$ cat src/rtl/seq_det_pkg.sv
// Shared constants and elaboration-time helpers for the parameterised sequence detector.
// The KMP tables are derived from the pattern, so no pattern storage is needed at runtime.
package seq_det_pkg;

   localparam int         DEF_PAT_LEN = 5;
   localparam logic [4:0] DEF_PATTERN = 5'b10110;
   localparam int         DEF_CNT_W   = 8;
   localparam int         MAX_PAT_LEN = 16;

   typedef enum logic [1:0] {
      STEP_HOLD,
      STEP_ADVANCE,
      STEP_FALLBACK,
      STEP_DETECT
   } stepKind_e;

   // Pattern bit idx in arrival order; the MSB of the pattern arrives first.
   function automatic logic patBit(input logic [15:0] pat, input int len, input int idx);
      return pat[4'(len - 1 - idx)];
   endfunction

   // Next matched-prefix length after receiving bit b while s bits are matched.
   // A full match (k == len) is excluded here because detection is handled separately.
   function automatic int kmpNext(input logic [15:0] pat, input int len, input int s, input logic b);
      int   best;
      logic ok;
      logic rx;
      best = 0;
      for (int k = 1; k <= s + 1; k++) begin
         if (k < len) begin
            ok = 1'b1;
            for (int i = 0; i < k; i++) begin
               rx = ((s + 1 - k + i) == s) ? b : patBit(pat, len, s + 1 - k + i);
               if (rx != patBit(pat, len, i)) ok = 1'b0;
            end
            if (ok) best = k;
         end
      end
      return best;
   endfunction

   // Longest proper border of the whole pattern: where overlapping detection resumes.
   function automatic int borderLen(input logic [15:0] pat, input int len);
      int   best;
      logic ok;
      best = 0;
      for (int k = 1; k < len; k++) begin
         ok = 1'b1;
         for (int i = 0; i < k; i++) begin
            if (patBit(pat, len, len - k + i) != patBit(pat, len, i)) ok = 1'b0;
         end
         if (ok) best = k;
      end
      return best;
   endfunction

endpackage

$ cat src/rtl/sat_counter.sv
// Saturating up-counter with synchronous reset and clear; clear beats increment.
module sat_counter #(
   parameter int W = 8
) (
   input  logic         clk,
   input  logic         rst,
   input  logic         clr,
   input  logic         inc,
   output logic [W-1:0] cnt
);

   logic [W-1:0] r_cnt;

   // Holds at all-ones instead of wrapping so a busy stream never reads as "few matches".
   always_ff @(posedge clk) begin
      if (rst) begin
         r_cnt <= '0;
      end else if (clr) begin
         r_cnt <= '0;
      end else if (inc && (r_cnt != {W{1'b1}})) begin
         r_cnt <= r_cnt + 1'b1;
      end
   end

   assign cnt = r_cnt;

endmodule

$ cat src/rtl/seq_det_param_mealy.sv
// Mealy serial pattern detector with KMP fallback, selectable overlap and a saturating match counter.
module seq_det_param_mealy
   import seq_det_pkg::*;
#(
   parameter int                 PAT_LEN = DEF_PAT_LEN,
   parameter logic [PAT_LEN-1:0] PATTERN = PAT_LEN'(DEF_PATTERN),
   parameter int                 CNT_W   = DEF_CNT_W
) (
   input  logic                       clk,
   input  logic                       rst,
   input  logic                       in_valid,
   input  logic                       in_seq,
   input  logic                       overlap_en,
   input  logic                       cnt_clr,
   output logic                       det_out,
   output logic [CNT_W-1:0]           match_cnt,
   output logic [$clog2(PAT_LEN)-1:0] state_out
);

   localparam int              SW       = $clog2(PAT_LEN);
   localparam int              NSTATE   = 2 ** SW;
   localparam logic [15:0]     PAT16    = 16'(PATTERN);
   localparam logic [SW-1:0]   LAST     = SW'(PAT_LEN - 1);
   localparam logic [SW-1:0]   BORDER_S = SW'(borderLen(PAT16, PAT_LEN));

   if ((PAT_LEN < 2) || (PAT_LEN > MAX_PAT_LEN) || (CNT_W < 1) || (CNT_W > 32)) begin : g_badParams
      $error("seq_det_param_mealy: PAT_LEN must be 2..16 and CNT_W must be 1..32");
   end

   logic [SW-1:0] w_next0 [NSTATE];
   logic [SW-1:0] w_next1 [NSTATE];
   logic [SW-1:0] w_lookup;
   logic          w_det;
   stepKind_e     w_step;
   logic [SW-1:0] r_state;

   // Unreachable encodings (when PAT_LEN is not a power of two) fall back to 0.
   for (genvar s = 0; s < NSTATE; s++) begin : g_tbl
      if (s < PAT_LEN) begin : g_live
         localparam int N0 = kmpNext(PAT16, PAT_LEN, s, 1'b0);
         localparam int N1 = kmpNext(PAT16, PAT_LEN, s, 1'b1);
         assign w_next0[s] = SW'(N0);
         assign w_next1[s] = SW'(N1);
      end else begin : g_dead
         assign w_next0[s] = '0;
         assign w_next1[s] = '0;
      end
   end

   // Classify this cycle's transition; detection is combinational so det_out has no latency.
   always_comb begin
      w_det    = 1'b0;
      w_step   = STEP_HOLD;
      w_lookup = in_seq ? w_next1[r_state] : w_next0[r_state];
      if (!rst && in_valid) begin
         if ((r_state == LAST) && (in_seq == PATTERN[0])) begin
            w_det  = 1'b1;
            w_step = STEP_DETECT;
         end else if (w_lookup == (r_state + 1'b1)) begin
            w_step = STEP_ADVANCE;
         end else begin
            w_step = STEP_FALLBACK;
         end
      end
   end

   // overlap_en only matters on a detection, so partial progress ignores it.
   always_ff @(posedge clk) begin
      if (rst) begin
         r_state <= '0;
      end else begin
         case (w_step)
            STEP_ADVANCE:  r_state <= r_state + 1'b1;
            STEP_FALLBACK: r_state <= w_lookup;
            STEP_DETECT:   r_state <= overlap_en ? BORDER_S : '0;
            default:       r_state <= r_state;
         endcase
      end
   end

   sat_counter #(
      .W(CNT_W)
   ) u_satCounter (
      .clk(clk),
      .rst(rst),
      .clr(cnt_clr),
      .inc(w_det),
      .cnt(match_cnt)
   );

   assign det_out   = w_det;
   assign state_out = r_state;

endmodule

$ cat config.mk
export PLATFORM = sky130hd
export DESIGN_NAME = seq_det_param_mealy
export DESIGN_NICKNAME = d
export VERILOG_FILES = /design/src/rtl/seq_det_pkg.sv /design/src/rtl/sat_counter.sv /design/src/rtl/seq_det_param_mealy.sv
export SDC_FILE = /design/constraint.sdc
export NUM_CORES = 1
export LEC_CHECK = 0
export BUFFER_PORTS_ARGS = -buffer_cell sky130_fd_sc_hd__buf_2
export CAP_MARGIN = 20
export CORE_UTILIZATION = 28
export DETAILED_ROUTE_END_ITERATION = 16
export SYNTH_ARGS = -nofsm -noshare
export SYNTH_HDL_FRONTEND = slang
export SYNTH_SLANG_ARGS = --single-unit
$ cat constraint.sdc
create_clock -name clk -period 4.4 [get_ports clk]
set_input_delay 1.32 -clock clk [delete_from_list [all_inputs] [get_ports clk]]
set_output_delay 1.32 -clock clk [all_outputs]
set_load 0.005 [all_outputs]
# After elaboration in Yosys (flattened, before gate mapping)
# Memory sizes are Yosys's and may differ from the RTL's.
# Cells that the tools add are included.
[word_totals]
reg_bits = 11
rom_bits = 48
out_inout_bits = 12
elab_cells = 33
memories = 2
[mem_list]
columns = ["name", "words", "word_bits", "read_ports", "rd_ports_with_merged_regs", "wr", "line", "source"]
rows = [
  ["(no name shown)", 8, 3, 1, 0, 0, "seq_det_param_mealy.sv:54", "w_lookup = in_seq ? w_next1[r_state] : w_next0[r_state];"],
  ["(no name shown)", 8, 3, 1, 0, 0, "seq_det_param_mealy.sv:54", ""],
]
[classes]
add_sub_neg = 2
order_cmp = 1
n_eq_ne = 6
n_mux = 12
bitwise = 2
reduce_logical = 6
[op_table]
columns = ["op", "n"]
rows = [
  ["two-way mux 3 bit", 5],
  ["one-hot mux 3 bit (3 select lines)", 1],
  ["adder 8 x 1 -> 8 bit, second input constant", 1],
  ["two-way mux 2 bit", 4],
  ["inequality test 8 bit, second input constant", 1],
  ["== test 2 bit, second input constant", 2],
  ["greater-or-equal comparator 4 bit, second input constant", 1],
  ["inverter 3 -> 4 bit", 1],
  ["adder 3 x 1 -> 3 bit, second input constant", 1],
  ["== test 3 bit", 1],
  ["== test 3 bit, second input constant", 1],
  ["logical AND 1 bit", 3],
  ["nonzero test 3 bit", 1],
  ["== test 2 x 1 -> 1 bit, second input constant", 1],
  ["two-way mux 1 bit", 2],
  ["OR reduction 2 bit", 1],
  ["zero test 1 bit", 1],
  ["inverter 1 bit", 1],
]

# Longest topological paths before layout
# Gate-level depths: netlist of the first run.
[depth]
word_depth = 11
mapped_depth = 8
ltp_nobuf = 7

# Cells and area by module
# From an unflattened synthesis of the first run, not the netlist that was laid out.
[unflattened]
cells_unflattened = 71
area_unflattened_um2 = 656.9
[modules_own_cells]
columns = ["module", "n_inst", "cells_per_inst", "area_per_inst_um2", "seq_area_each_um2"]
rows = [
  ["sat_counter", 1, 47, 435.4, 160.2],
  ["seq_det_param_mealy", 1, 24, 221.5, 60.1],
]

# Worst setup path before layout of the first run
# Ideal clock, no wire load.
[synth_timing]
path_kind = "input-to-output"
startpoint = "input port in_seq"
endpoint = "output port det_out"
t_arrival_ns = 1.897
required_ns = 3.080
slack_ns = 1.183
stages = 4
path_buffers = 1
cell_sequence = "nor2b_1 > nand4b_1 > buf_2 > inv_1"
[synth_between]
elab_chain_len = 4
[synth_lines]
columns = ["element", "line", "source"]
rows = [
  ["start, declared", "seq_det_param_mealy.sv:12", "input logic in_seq,"],
  ["inverter 1 bit", "seq_det_param_mealy.sv:56", "if ((r_state == LAST) && (in_seq == PATTERN[0])) begin"],
  ["logical AND 1 bit", "seq_det_param_mealy.sv:56", ""],
  ["two-way mux 1 bit", "seq_det_param_mealy.sv:56", ""],
  ["two-way mux 1 bit", "seq_det_param_mealy.sv:55", "if (!rst && in_valid) begin"],
  ["end, declared", "seq_det_param_mealy.sv:15", "output logic det_out,"],
]
# Every way passes these cells.

# Worst setup path in the final report of the first run
# Ends and elaborated chain as after synthesis.

==> results of run 1 <==
[metal layers]
metal  GRT usage [%]  wire (um)
met1            14.1        609
met5               0          0
met3            5.92         86
met4            5.88         13
met2            20.4        583
[placed cells by master (no fill, tap or decap), types with 4 or more instances in the layout]
cell     count
a21oi_1      9
buf_2       17
dfxtp_1     11
ha_1         5
inv_1        5
nand3_1      5
o31ai_1      4
or4_1        4
[cell families after synthesis]
kind of cell             count (synthesis)
AO/OA/AOI/OAI                           21
buffers and inverters                    8
adder cells (fa/ha/maj)                  5
multiplexers                             1
flip-flops                              11
AND/OR/NAND/NOR                         26
[stage by stage]
step | power, mW | std cells
after floorplan | 0.111 | 72
after global placement | 0.117 | 114
after detailed placement | 0.117 | 114
after CTS | 0.188 | 118
after global routing | 0.196 | 118
final | 0.184 | 118
[power by group]
part | leakage, nW | internal [mW] | switching [mW]
Sequential | 0.0890 | 0.101 | 0.00158
Combinational | 0.193 | 0.00581 | 0.00652
Clock | 0.0150 | 0.0351 | 0.0343
Total | 0.297 | 0.141 | 0.0424
[critical path: cells and delay by family]
| kind | cells | cell delay (ns) |
|---|---|---|
| buffers and inverters | 4 | 0.52 |
| AND/OR/NAND/NOR | 2 | 0.27 |
[state kept, by name, indices dropped and copies added, names as in the netlist]
register / cells
u_satCounter.cnt: 8
state_out: 3
[path summary, 6_finish.rpt]
path                  startpoint                  end  slack (ns)
max                       in_seq              det_out        0.98
min          u_satCounter.cnt[5]  u_satCounter.cnt[5]        0.50
max reg2reg         state_out[0]  u_satCounter.cnt[3]        2.61
min reg2reg  u_satCounter.cnt[5]  u_satCounter.cnt[5]        0.50
[cell type report]
cell class                 instances  share of cell area, %
multi-input combinational         53                   47.9
sequential                        11                   29.3
timing repair buffer              18                   12.3
tap                               27                   4.49
clock buffer                       4                   3.49
inverter                           5                   2.50
==> reports/qor.csv, run 1 <==
stage,metric,value,unit
yosys,"FFs w/ async S/R, synth",0,%
yosys,Post-Synth Simple-Gate Area,26.1,%
timing,Peak Freq,292,MHz
yosys,commonest cells in the netlist,"11 x dfxtp_1, 9 x a21oi_1, 5 x ha_1, 5 x inv_1, 5 x nand3_1",
yosys,most frequent cell after synthesis,dfxtp_1,
timing,final hold slack,0.504,ns
routing,# DRC,0,
clock_network,# resized after CTS,0,
finish,# fillers,214,
die,Core ar.,2020,um^2
placed_design,port bufs,17,
clock_network,"Hold-fix buffers, CTS",0,
setup_path,Worst setup EP type,output port,
yosys,Yosys top cell area share,35.6,%
clock_network,Bufs on Longest Clock Path,2,
yosys,Compound-Gate Fraction of Synth Area,20.4,%
clock_network,number of setup buffers added after CTS,0,
worst_hold_path,hold path cells,2,
global_route,largest net degree at the start of global routing,16,
clock_network,worst-skew pair later-pin latency,0.27,ns
setup_path,arrival time of the worst setup path,2.10,ns
timing,Setup TNS,0,ns
routing,DR iter-0 viols,11,
finish,ant diodes,0,
placed_design,Placed Instance Area,726,um^2
outcome,status,completed,
setup_path,Worst Path Required,3.08,ns
routing,antenna-violating nets left,0,
yosys,largest family of logic cells by synthesized area,simple AND/OR/NAND/NOR gates,
timing,Setup Skew,0.00153,ns
routing,Via Count,600,
finish,Finished Core Util,37.2,%
timing,Slew Limit Fails,0,
global_route,initial antenna violation count,0,
timing,Hold Fails Final Rpt,0,
die,Top-Level Pins,18,
placed_design,gpl congestion,0.773,
clock_network,CTS root buf,clkbuf_4,
yosys,Synth area leader,dfxtp_1,
yosys,Post-synth EDFFs,0,
clock_network,H-tree depth,1,
timing,worst-margin pin slew,0.281,ns
die,starting density of the core,30.6,%
setup_path,critical path startpoint category,input pin,
timing,RSZ-0062 raised after global routing,no,
routing,total routed wirelength,1.29,mm
yosys,syn nets,83,
placed_design,HPWL Detailed,961,um
power,Leakage,0.297,nW
die,chip height,49.0,um
die,num rows,16,
power,Peak VDD IR,0.000139,V
routing,WL per Instance,10.9,um
setup_path,reg2reg path depth,7,
setup_path,"most used cell, CP",buf_2,
yosys,Synth Area in Adders,10.1,%
yosys,Avg Inst Size Synth,8.60,um^2
timing,ratio of final minimum period to clock period,77.8,%
yosys,"FF+latch count, synth",11,
clock_network,CTS tree,done,
yosys,Syn Inst Count,72,
global_route,GRT Util Overall,12.7,%
yosys,Unique masters post-synth,26,
clock_network,clock sink total,11,
clock_network,clock-pin transition on the worst setup and hold timing paths,0.07,ns
power,PD cells,245,nW/um^2
timing,final setup violating endpoints,0,
yosys,post-synthesis sequential area ratio,35.6,%
die,Die Wd,49.0,um
routing,drt first pass iters,4,
global_route,first-pass GRT wire length,2.26,mm
yosys,Synth Area in XOR/XNOR,0,%
finish,area of the multi-input gates,360,um^2
finish,Final Cell Area,752,um^2
worst_hold_path,Hold WC Path Type,flop to flop,
routing,drt via density,5.08,
yosys,"top cells by area, synth","dfxtp_1 36%, ha_1 10%, a21oi_1 7.3%",
global_route,number of global-route vias before repair,501,
finish,Reg area,220,um^2
timing,Rel. slew slack,81.0,%
clock_network,CTS Buf Count,3,
run,maximum capacitance violations,0,
die,total die area,2400,um^2
finish,Layout area overhead,21.4,%
global_route,remaining global-route overflow,0,
placed_design,pre-CTS setup slack,0.969,ns
yosys,Netlist Area Pre-Place,619,um^2
setup_path,Crit Path Max Fanout,15,
yosys,ys flop type,dfxtp_1,
setup_path,crit path kind,input pin to output port,
yosys,multiplexer share of the synthesized area,1.62,%
timing,crit path time final,3.42,ns
timing,final worst setup slack,0.975,ns
finish,Total Nets Final,103,
setup_path,sequence of cells on the critical path,buf_2 -> nor2b_1 -> nand4b_1 -> buf_4 -> inv_1 -> buf_2,
yosys,synth warn,0,
finish,layout cells sized above 1,26.4,%
setup_path,max incr delay on CP,0.19,ns
setup_path,slowest CP cell,buf_4,
Power figures use the tool's default switching activity.
==> run 2, diff against run 1 <==
- ABC_AREA: not set -> 1
- clock period: 4.4 -> 3.1 ns (I/O delays scaled with it)
==> run 2 against run 1 <==
  * Highest routed layer unchanged
  * Clock power increased by 43%
  * Synthesized cell count increased by 63%
  * Flip-flop and latch count stayed put
  * Global-route usage grew 0.14 points
  * Power increased by 74%
  * Core utilization down 2.1 points
==> reports/qor.csv, run 2 <==
stage,metric,value,unit
clock_network,H-tree depth,1,
placed_design,port bufs,17,
finish,Total Nets Final,150,
setup_path,"delay-heaviest family, CP",flip-flops,
timing,ratio of final minimum period to clock period,80.8,%
yosys,commonest cells in the netlist,"23 x nand2_1, 20 x inv_1, 11 x dfxtp_1, 9 x a21oi_1, 9 x nand3_1",
finish,most frequent cells in the layout,"23 x nand2_1, 20 x inv_1, 17 x buf_2",
routing,antenna-violating nets left,0,
setup_path,Worst Path Required,2.17,ns
global_route,initial antenna violation count,0,
finish,"most common cell after layout, fill and taps aside",nand2_1,
routing,total routed wirelength,1.84,mm
yosys,"FF+latch count, synth",11,
finish,ant diodes,0,
clock_network,number of setup buffers added after CTS,0,
clock_network,CTS Buf Count,3,
setup_path,reg2reg path depth,14,
timing,Hold Fails Final Rpt,0,
clock_network,clock-pin transition on the worst setup and hold timing paths,0.08,ns
yosys,post-synthesis sequential area ratio,27.2,%
timing,final setup violating endpoints,0,
routing,Via Count,810,
finish,final cell count without fillers,169,
worst_hold_path,hold path cells,2,
routing,# DRC,0,
routing,drt first pass iters,4,
clock_network,CTS root buf,clkbuf_4,
setup_path,slowest CP cell,dfxtp_1,
die,Core ar.,2730,um^2
yosys,ys flop type,dfxtp_1,
routing,WL per Instance,10.9,um
timing,final worst setup slack,0.596,ns
die,num rows,19,
setup_path,max incr delay on CP,0.43,ns
setup_path,crit path kind,flop to output port,
finish,Finished Core Util,35.1,%
placed_design,HPWL Detailed,1.52,mm
yosys,Netlist Area Pre-Place,808,um^2
power,PD cells,333,nW/um^2
timing,RSZ-0062 raised after global routing,no,
placed_design,pre-CTS setup slack,0.595,ns
outcome,status,completed,
yosys,"FFs w/ async S/R, synth",0,%
timing,Slew Limit Fails,0,
worst_hold_path,Hold WC Path Type,flop to flop,
setup_path,stages on the worst setup path,7,
timing,Setup Skew,0.0102,ns
setup_path,worst path bufs/invs,3,
global_route,first-pass GRT wire length,3.17,mm
run,maximum capacitance violations,0,
setup_path,arrival time of the worst setup path,1.57,ns
routing,DR iter-0 viols,13,
setup_path,sequence of cells on the critical path,inv_1 -> ha_1 -> nand2_2 -> nor2_4 -> nand2_2 -> clkinv_2 -> buf_2,
die,total die area,3110,um^2
timing,worst-margin pin slew,0.347,ns
timing,crit path time final,2.50,ns
clock_network,"Hold-fix buffers, CTS",0,
timing,Peak Freq,399,MHz
timing,Rel. slew slack,76.8,%
finish,Layout area overhead,18.7,%
global_route,GRT Util Overall,12.8,%
finish,max reg flops,8,
clock_network,Bufs on Longest Clock Path,2,
clock_network,worst-skew pair later-pin latency,0.28,ns
setup_path,critical path startpoint category,flop,
timing,final hold slack,0.479,ns
setup_path,Worst setup EP type,output port,
die,Top-Level Pins,18,
routing,drt via density,4.79,
power,Leakage,0.470,nW
yosys,synth warn,0,
die,Die Wd,55.7,um
clock_network,CTS tree,done,
yosys,Post-synth EDFFs,0,
global_route,largest net degree at the start of global routing,11,
placed_design,Post-Place Cells,165,
global_route,remaining global-route overflow,0,
placed_design,gpl congestion,0.901,
yosys,syn nets,128,
timing,Setup TNS,0,ns
yosys,Synth area leader,dfxtp_1,
setup_path,"most used cell, CP",nand2_2,
clock_network,clock sink total,11,
setup_path,Crit Path Max Fanout,5,
yosys,Unique masters post-synth,25,
yosys,Yosys top cell area share,27.2,%
yosys,Avg Inst Size Synth,6.91,um^2
finish,layout cells sized above 1,29.0,%
yosys,most frequent cell after synthesis,nand2_1,
yosys,"top cells by area, synth","dfxtp_1 27%, nand2_1 11%, inv_1 9.3%",
die,chip height,55.7,um
power,Peak VDD IR,0.000186,V
global_route,number of global-route vias before repair,826,
yosys,Syn Inst Count,117,
clock_network,# resized after CTS,0,
die,starting density of the core,29.6,%
run 2: path summary, 6_finish.rpt:
check	start	to	slack [ns]
worst min-delay path	u_satCounter.cnt[6]	u_satCounter.cnt[6]	0.48
worst min register to register	u_satCounter.cnt[6]	u_satCounter.cnt[6]	0.48
worst max register to register	state_out[0]	state_out[2]	1.29
worst max-delay path	state_out[0]	det_out	0.60
run 2: where the power goes:
part	internal, mW	total [mW]	switching, mW
clock	0.0478	0.0991	0.0513
sequential	0.145	0.150	0.00484
combinational	0.0270	0.0706	0.0436
total	0.220	0.319	0.0997
run 2: cell families after synthesis:
family                     synth area share [%]
and+or+nand+nor                            39.6
buffers and inverters                      10.8
AOI/OAI and AO/OA                          11.3
DFF                                        27.2
adders and majority gates                  7.74
xor gates and xnor gates                   3.25
run 2: tightest hold or removal path, cell delays in order (launching register included):
cell and delay, ns:
dfxtp_1 0.33, inv_1 0.05, a21oi_1 0.06
run 2: cell type report:
type | instances | area, um^2
inverter | 23 | 87.6
timing repair buffer | 17 | 85.1
tap | 31 | 38.8
multi-input combinational | 83 | 500
clock buffer | 3 | 22.5
fill | 298 | 1770
clock inverter | 1 | 5.00
sequential | 11 | 220
run 2: metrics by stage:
step	instance area (um^2)	total power [mW]
floorplan	808	0.202
global placement	932	0.220
detailed placement	932	0.224
CTS	960	0.323
global route	960	0.341
finish	960	0.319
run 2: per-layer routing:
layer	GRT usage (%)	up-vias	share of wire (%)
met5	0	-	0
met4	6.79	0	2.1
met3	4.42	8	4.1
met2	22.5	18	49
met1	13.3	365	44
li1	-	419	-
